==> config.mk <==
export PLATFORM = sky130hd
export DESIGN_NAME = multicycle_ctrl
export DESIGN_NICKNAME = d
export VERILOG_FILES = /design/src/rtl/ctrl_pkg.sv /design/src/rtl/multicycle_ctrl.sv
export SDC_FILE = /design/constraint.sdc
export NUM_CORES = 1
export LEC_CHECK = 0
export CAP_MARGIN = 20
export CORE_UTILIZATION = 55
export CTS_CLUSTER_SIZE = 20
export DETAILED_ROUTE_END_ITERATION = 12
export DONT_BUFFER_PORTS = 1
export GPL_TIMING_DRIVEN = 0
export PLACE_DENSITY = 0.73
export SLEW_MARGIN = 20
export SYNTH_ARGS = -nofsm -noshare
export SYNTH_HDL_FRONTEND = slang
export SYNTH_SLANG_ARGS = --single-unit
==> constraint.sdc <==
create_clock -name clk -period 1.6 [get_ports clk]
set_clock_uncertainty 0.2 [all_clocks]
set_input_delay 0.16 -clock clk [delete_from_list [all_inputs] [get_ports clk]]
set_output_delay 0.16 -clock clk [all_outputs]
set_load 0.05 [all_outputs]
==> src/rtl/ctrl_pkg.sv <==
// Shared encodings for the multi-cycle RV32I control FSM: states, opcodes and
// the datapath mux-select values it drives.
package ctrl_pkg;

  typedef enum logic [3:0] {
    START, FETCH, DECODE, MEMADR, MEMRD, MEMWB, MEMWR, EXEC_R,
    EXEC_I, ALUWB, BRANCH, JAL, JALR, LUI, AUIPC, TRAP
  } state_e;

  localparam logic [6:0] OP_LOAD   = 7'b0000011;
  localparam logic [6:0] OP_STORE  = 7'b0100011;
  localparam logic [6:0] OP_R      = 7'b0110011;
  localparam logic [6:0] OP_I      = 7'b0010011;
  localparam logic [6:0] OP_JAL    = 7'b1101111;
  localparam logic [6:0] OP_JALR   = 7'b1100111;
  localparam logic [6:0] OP_BRANCH = 7'b1100011;
  localparam logic [6:0] OP_LUI    = 7'b0110111;
  localparam logic [6:0] OP_AUIPC  = 7'b0010111;

  localparam logic [2:0] IMM_I = 3'd0;
  localparam logic [2:0] IMM_S = 3'd1;
  localparam logic [2:0] IMM_B = 3'd2;
  localparam logic [2:0] IMM_J = 3'd3;
  localparam logic [2:0] IMM_U = 3'd4;

  localparam logic [1:0] RES_ALUOUT    = 2'd0;
  localparam logic [1:0] RES_MEMDATA   = 2'd1;
  localparam logic [1:0] RES_ALURESULT = 2'd2;

  localparam logic [1:0] SRCA_PC    = 2'd0;
  localparam logic [1:0] SRCA_OLDPC = 2'd1;
  localparam logic [1:0] SRCA_RS1   = 2'd2;
  localparam logic [1:0] SRCA_ZERO  = 2'd3;

  localparam logic [1:0] SRCB_RS2  = 2'd0;
  localparam logic [1:0] SRCB_IMM  = 2'd1;
  localparam logic [1:0] SRCB_FOUR = 2'd2;

  localparam logic [1:0] ALUOP_ADD   = 2'd0;
  localparam logic [1:0] ALUOP_SUB   = 2'd1;
  localparam logic [1:0] ALUOP_FUNCT = 2'd2;

  // Dispatch target out of DECODE; unsupported opcodes trap.
  function automatic state_e decode_next(input logic [6:0] opcode);
    case (opcode)
      OP_LOAD, OP_STORE: return MEMADR;
      OP_R:              return EXEC_R;
      OP_I:              return EXEC_I;
      OP_JAL:            return JAL;
      OP_JALR:           return JALR;
      OP_BRANCH:         return BRANCH;
      OP_LUI:            return LUI;
      OP_AUIPC:          return AUIPC;
      default:           return TRAP;
    endcase
  endfunction

endpackage

==> src/rtl/multicycle_ctrl.sv <==
// Multi-cycle RV32I control FSM: sequences fetch/decode/execute/memory/writeback
// and decodes Moore datapath controls from the state register.
module multicycle_ctrl
  import ctrl_pkg::*;
#(
  parameter int unsigned RESET_PC_HOLD = 1
) (
  input  logic       clk,
  input  logic       rst,
  input  logic [6:0] Opcode,
  input  logic [2:0] Funct3,
  input  logic       Funct7_5,
  input  logic       Branch_Taken,
  input  logic       Mem_Ready,
  output logic       Mem_Req,
  output logic       Mem_Write,
  output logic       Adr_Src,
  output logic       IR_Write,
  output logic       PC_Write,
  output logic       Reg_Write,
  output logic [1:0] Result_Src,
  output logic [1:0] ALU_SrcA,
  output logic [1:0] ALU_SrcB,
  output logic [1:0] ALU_Op,
  output logic [2:0] Imm_Ctrl,
  output logic       Illegal
);

  localparam logic [3:0] HOLD_LAST = 4'(RESET_PC_HOLD - 1);

  state_e     state_q, state_d;
  logic [3:0] hold_q, hold_d;

  // Funct fields are consumed by the downstream ALU decoder when ALU_Op selects it.
  logic unused_funct;
  assign unused_funct = ^{Funct3, Funct7_5};

  // NOTE: every combinational output gets a default first so no path infers a latch.
  always_comb begin
    state_d = state_q;
    hold_d  = hold_q;
    case (state_q)
      START: begin
        if (hold_q == HOLD_LAST) state_d = FETCH;
        else                     hold_d  = hold_q + 4'd1;
      end
      FETCH:  if (Mem_Ready) state_d = DECODE;
      DECODE: state_d = decode_next(Opcode);
      MEMADR: state_d = (Opcode == OP_STORE) ? MEMWR : MEMRD;
      MEMRD:  if (Mem_Ready) state_d = MEMWB;
      MEMWB:  state_d = FETCH;
      MEMWR:  if (Mem_Ready) state_d = FETCH;
      EXEC_R, EXEC_I, LUI, AUIPC, JAL: state_d = ALUWB;
      ALUWB:  state_d = FETCH;
      BRANCH: state_d = FETCH;
      JALR:   state_d = JAL;
      TRAP:   state_d = TRAP;
      default: state_d = START;
    endcase
  end

  // NOTE: state registers use non-blocking assignments so all flops update together.
  always_ff @(posedge clk) begin
    if (rst) begin
      state_q <= START;
      hold_q  <= 4'd0;
    end else begin
      state_q <= state_d;
      hold_q  <= hold_d;
    end
  end

  always_comb begin
    Mem_Req    = 1'b0;
    Mem_Write  = 1'b0;
    Adr_Src    = 1'b0;
    IR_Write   = 1'b0;
    PC_Write   = 1'b0;
    Reg_Write  = 1'b0;
    Result_Src = RES_ALUOUT;
    ALU_SrcA   = SRCA_PC;
    ALU_SrcB   = SRCB_RS2;
    ALU_Op     = ALUOP_ADD;
    Imm_Ctrl   = IMM_I;
    Illegal    = 1'b0;
    case (state_q)
      FETCH: begin
        Mem_Req    = 1'b1;
        IR_Write   = Mem_Ready;
        PC_Write   = Mem_Ready;
        Result_Src = RES_ALURESULT;
        ALU_SrcB   = SRCB_FOUR;
      end
      DECODE: begin
        // Branch/JAL targets are formed here from OldPC + immediate.
        ALU_SrcA = SRCA_OLDPC;
        ALU_SrcB = SRCB_IMM;
        if (Opcode == OP_BRANCH)   Imm_Ctrl = IMM_B;
        else if (Opcode == OP_JAL) Imm_Ctrl = IMM_J;
      end
      MEMADR: begin
        ALU_SrcA = SRCA_RS1;
        ALU_SrcB = SRCB_IMM;
        Imm_Ctrl = (Opcode == OP_STORE) ? IMM_S : IMM_I;
      end
      MEMRD: begin
        Mem_Req = 1'b1;
        Adr_Src = 1'b1;
      end
      MEMWB: begin
        Result_Src = RES_MEMDATA;
        Reg_Write  = 1'b1;
      end
      MEMWR: begin
        Mem_Req   = 1'b1;
        Mem_Write = 1'b1;
        Adr_Src   = 1'b1;
      end
      EXEC_R: begin
        ALU_SrcA = SRCA_RS1;
        ALU_Op   = ALUOP_FUNCT;
      end
      EXEC_I: begin
        ALU_SrcA = SRCA_RS1;
        ALU_SrcB = SRCB_IMM;
        ALU_Op   = ALUOP_FUNCT;
      end
      ALUWB: Reg_Write = 1'b1;
      BRANCH: begin
        ALU_SrcA = SRCA_RS1;
        ALU_Op   = ALUOP_SUB;
        PC_Write = Branch_Taken;
      end
      JAL: begin
        // PC takes the target held in ALUOut while the ALU forms OldPC+4 for the link.
        ALU_SrcA = SRCA_OLDPC;
        ALU_SrcB = SRCB_FOUR;
        PC_Write = 1'b1;
        Imm_Ctrl = IMM_J;
      end
      JALR: begin
        ALU_SrcA = SRCA_RS1;
        ALU_SrcB = SRCB_IMM;
      end
      LUI: begin
        ALU_SrcA = SRCA_ZERO;
        ALU_SrcB = SRCB_IMM;
        Imm_Ctrl = IMM_U;
      end
      AUIPC: begin
        ALU_SrcA = SRCA_OLDPC;
        ALU_SrcB = SRCB_IMM;
        Imm_Ctrl = IMM_U;
      end
      TRAP:    Illegal = 1'b1;
      default: ;
    endcase
  end

endmodule

==> run metrics, run 1 <==
Post-synth EDFFs 0; die height 42.67 um; RePlAce Congestion 0.8176; Worst EP post-GRT repair Mem_Req; CTS buffer count 3; top cell type by total area after synthesis dfxtp_1; I/O pin total 33; die width 42.67 um; Initial Utilization 59.69%; area of the mapped netlist 909.6 um^2; H-tree Lvls 1; clk root buf clkbuf_4; largest net degree at the start of global routing 11; syn_area_per_cell 7.456 um^2; top-count cell post-synth nor2_1; worst ep type primary output; commonest cells in the synthesized netlist nor2_1, nand2_1, dfxtp_1, a21oi_1, nand2b_1; syn nets 139; share of the synthesized area in the top cell type 17.61%; tool error [ERROR DPL-0038] Utilization greater than 100%, impossible to legalize; port buffer count 0; synth unique cells 51; Exit stage global routing (5_1_grt); Synth Register Bits 8; Synth async-reset ratio 0%; Post-DP Area 1035 um^2; DPL Wire Length 1.588 mm; cell count after synthesis 122; CTS sink cnt 8; Area contributors post-synth dfxtp_1, nor2_1, nand2_1; synth warn 0; clock buffer depth 2; Synth Flop Type dfxtp_1; register area share after synthesis 17.61%; row cnt 14; outcome aborted with a tool error
cell families after synthesis:
family          count (synthesis)  synth area share, %
simple gates                   62                39.75
compound gates                 30                23.52
buf+inv                        11                7.152
flops                           8                17.61
xor+xnor                        6                5.777
mux                             3                3.439
fa+ha+maj                       2                2.751
through the flow:
stage	setup WS, ns	util, %	instances	hold slack [ns]
2_1_floorplan	-0.09022	-	122	0.1967
3_3_place_gp	-0.1905	67.90	138	0.2283
3_5_place_dp	-0.2032	67.90	138	0.2424
4_1_cts	-0.4050	87.68	154	0.002537
repair_timing:
action | CTS
pin swaps | 11
hold endpoints to repair | 1
gates cloned | 0
gates resized for setup | 47
hold buffers | 1
setup endpoints to repair | 20
buffers inserted | 12
==> inputs of run 2 (changes only) <==
Settings changed: CORE_AREA set to 2 2 63 65, CORE_UTILIZATION 55 to not set, CTS_CLUSTER_SIZE 20 to not set, DIE_AREA set to 0 0 65 67, PLACE_DENSITY 0.73 to not set, PLACE_DENSITY_LB_ADDON set to 0.15.
Clock period 1.6 ns to 2.08 ns, I/O delays scaled along.
==> run 2 against run 1 <==
  * The flow now finishes, with violations (setup timing)
  * Synthesized area unchanged
  * Synthesized cell count unchanged
==> run metrics, run 2 <==
outcome finished with violations; failing checks setup timing; die area 4355 um^2; Comb pwr share 37.1%; Area contributors post-synth dfxtp_1, nor2_1, nand2_1; DR vias 921; Synth async-reset ratio 0%; largest net degree at the start of global routing 11; Antenna diodes 0; cell count after synthesis 122; overall routing resource usage 12.01%; # setup viols final 1; Avg WL per Cell 14.61 um; r2r setup slk 0.28 ns; area of the mapped netlist 909.6 um^2; share of the synthesized area in the top cell type 17.61%; Slew @ Worst Pin 0.8921 ns; clock buffer depth 2; First DRT Iteration DRCs 41; Residual DRC 0; biggest regs hold_q (4), state_q (4); Core ar. 3606 um^2; Arr. time, crit path 1.76 ns; synth warn 0; most frequent cells in the layout nand2_1, nor2_1, dfxtp_1; CTS sink cnt 8; commonest cells in the synthesized netlist nor2_1, nand2_1, dfxtp_1, a21oi_1, nand2b_1; RSZ-0062 raised after global routing true; top sig layer met4; Max FO, Critical Path 6; Clock power frac 33.3%; Fin Setup TNS -0.09238 ns; worst setup path class flip-flop to output port; fmax 460.3 MHz; CTS buffer count 3; wire length on met1 1.207 mm; RR Startpoint state_q[0]$_SDFFE_PP0P_; clk root buf clkbuf_8; Final nets 144; Max Slew Vio Count 0; DPL Wire Length 1.895 mm; final worst slack -0.09238 ns; switching share of total power 38.60%; TritonCTS clock tree yes; PwrDens 496.4 nW/um^2; post-CTS setup buffers 0; FF-to-FF End state_q[1]$_SDFFE_PP0P_; initial antenna violation count 0; # fillers 393; CP Capture Type output port; WL met2 1.160 mm; via density per instance 5.324; Synth Flop Type dfxtp_1; Max IR drop VDD 143.8 uV; syn_area_per_cell 7.456 um^2; vias in the first global route 875; CP Data Required Time 1.67 ns; top-count cell post-synth nor2_1; hold path depth 3; met3 WL 126 um; I/O pin total 33; port buffer count 0; H-tree Lvls 1; Final Hold Fails 0; Synth Register Bits 8; routed wire length 2.527 mm; syn nets 139; Net Sw Power 0.2163 mW; commonest non-fill, non-tap cell in the layout nand2_1; RePlAce Congestion 0.7663; die height 67 um; period utilization 104.4%; register area share after synthesis 17.61%; Post-synth EDFFs 0; layout cell share with drive strength beyond 1 31.20%; die width 65 um; Hold Path End state_q[2]$_SDFFE_PP0P_; Congestion Overflow GR 0; pre-CTS setup slack -0.1760 ns; maxcap violations 0; row cnt 22; remaining antenna violation count 0; Int Pwr 0.3440 mW; clock latency on the worst-skew pair 0.23 ns; Sequential Power Share 29.6%; type of the tightest min-delay check primary input to flip-flop; Initial Utilization 25.23%; static leakage 0.3679 nW; synth unique cells 51; min-delay src Mem_Ready; R2R depth 4; minimum clock period 2.172 ns; Slew headroom 40.31%; CP Launch Type flip-flop; first-pass GRT wire length 4.167 mm; Layout area overhead 24.07%; clock slew at reported path FFs 0.04 ns; drt first pass iters 4; top cell type by total area after synthesis dfxtp_1
[run 2: layout make-up]
class | instances | area [um^2] | area share [%]
multi-input cells | 103 | 795.8 | 70.51
flip-flops and latches | 8 | 161.4 | 14.30
well taps | 48 | 60.06 | 5.322
plain buffers | 8 | 58.81 | 5.211
clock buffers | 3 | 41.29 | 3.659
inverters | 3 | 11.26 | 0.9978
[run 2: logic make-up after synthesis]
group	Yosys count	share of synthesized area, %
AND/OR/NAND/NOR	62	39.75
multiplexers	3	3.439
adder cells (fa/ha/maj)	2	2.751
flip-flops	8	17.61
buffers and inverters	11	7.152
AO/OA/AOI/OAI	30	23.52
XOR/XNOR	6	5.777
[run 2: worst max path at each step]
stage	startpoint	end	slack [ns]	cells past startpoint
6_report	state_q[0]$_SDFFE_PP0P_	Mem_Req	-0.09	3
5_1_grt	state_q[0]$_SDFFE_PP0P_	Mem_Req	-0.20	3
4_1_cts	state_q[2]$_SDFFE_PP0P_	Mem_Req	-0.1	4
3_5_place_dp	state_q[1]$_SDFFE_PP0P_	Mem_Req	-0.18	3
3_3_place_gp	state_q[1]$_SDFFE_PP0P_	Mem_Req	-0.17	3
2_1_floorplan	state_q[3]$_SDFFE_PP0P_	Mem_Req	0.01	3
[run 2: timing repair]
action                                  CTS  global route
endpoints found under the setup margin   14             7
pin swaps                                 2             2
hold buffers                              0             0
resized for setup                        20             8
[run 2: power by group through the flow]
stage	clock network, mW	registers [mW]	logic (mW)
2_1_floorplan	0	0.166	0.160
6_report	0.187	0.166	0.208
4_1_cts	0.189	0.166	0.200
5_1_grt	0.199	0.167	0.220
3_5_place_dp	0	0.168	0.183
3_3_place_gp	0	0.168	0.182
[run 2: through the flow]
step	utilization (%)	hold WS, ns	cells	instance area (um^2)	power, mW
after floorplan	-	0.2447	122	909.6	0.3258
final	31.30	0.04858	173	1129	0.5603
after global routing	31.30	0.08711	173	1129	0.5862
after CTS	30.57	0.05180	173	1102	0.5545
after global placement	26.89	0.2810	170	969.7	0.3505
after detailed placement	26.89	0.2824	170	969.7	0.3512
[run 2: routing by layer]
metal / up-vias / global-route usage (%)
met5: - / 0
met4: 0 / 4.787
met3: 4 / 2.365
met2: 34 / 18.69
met1: 436 / 16.15
li1: 447 / -
[run 2: critical path, stage by stage, from the launching register on]
cell and delay (ns):
dfxtp_1 0.43, nand2b_1 0.17, nor3_4 0.54, or2_2 0.39
No activity file was read; power rests on OpenSTA's default activity.
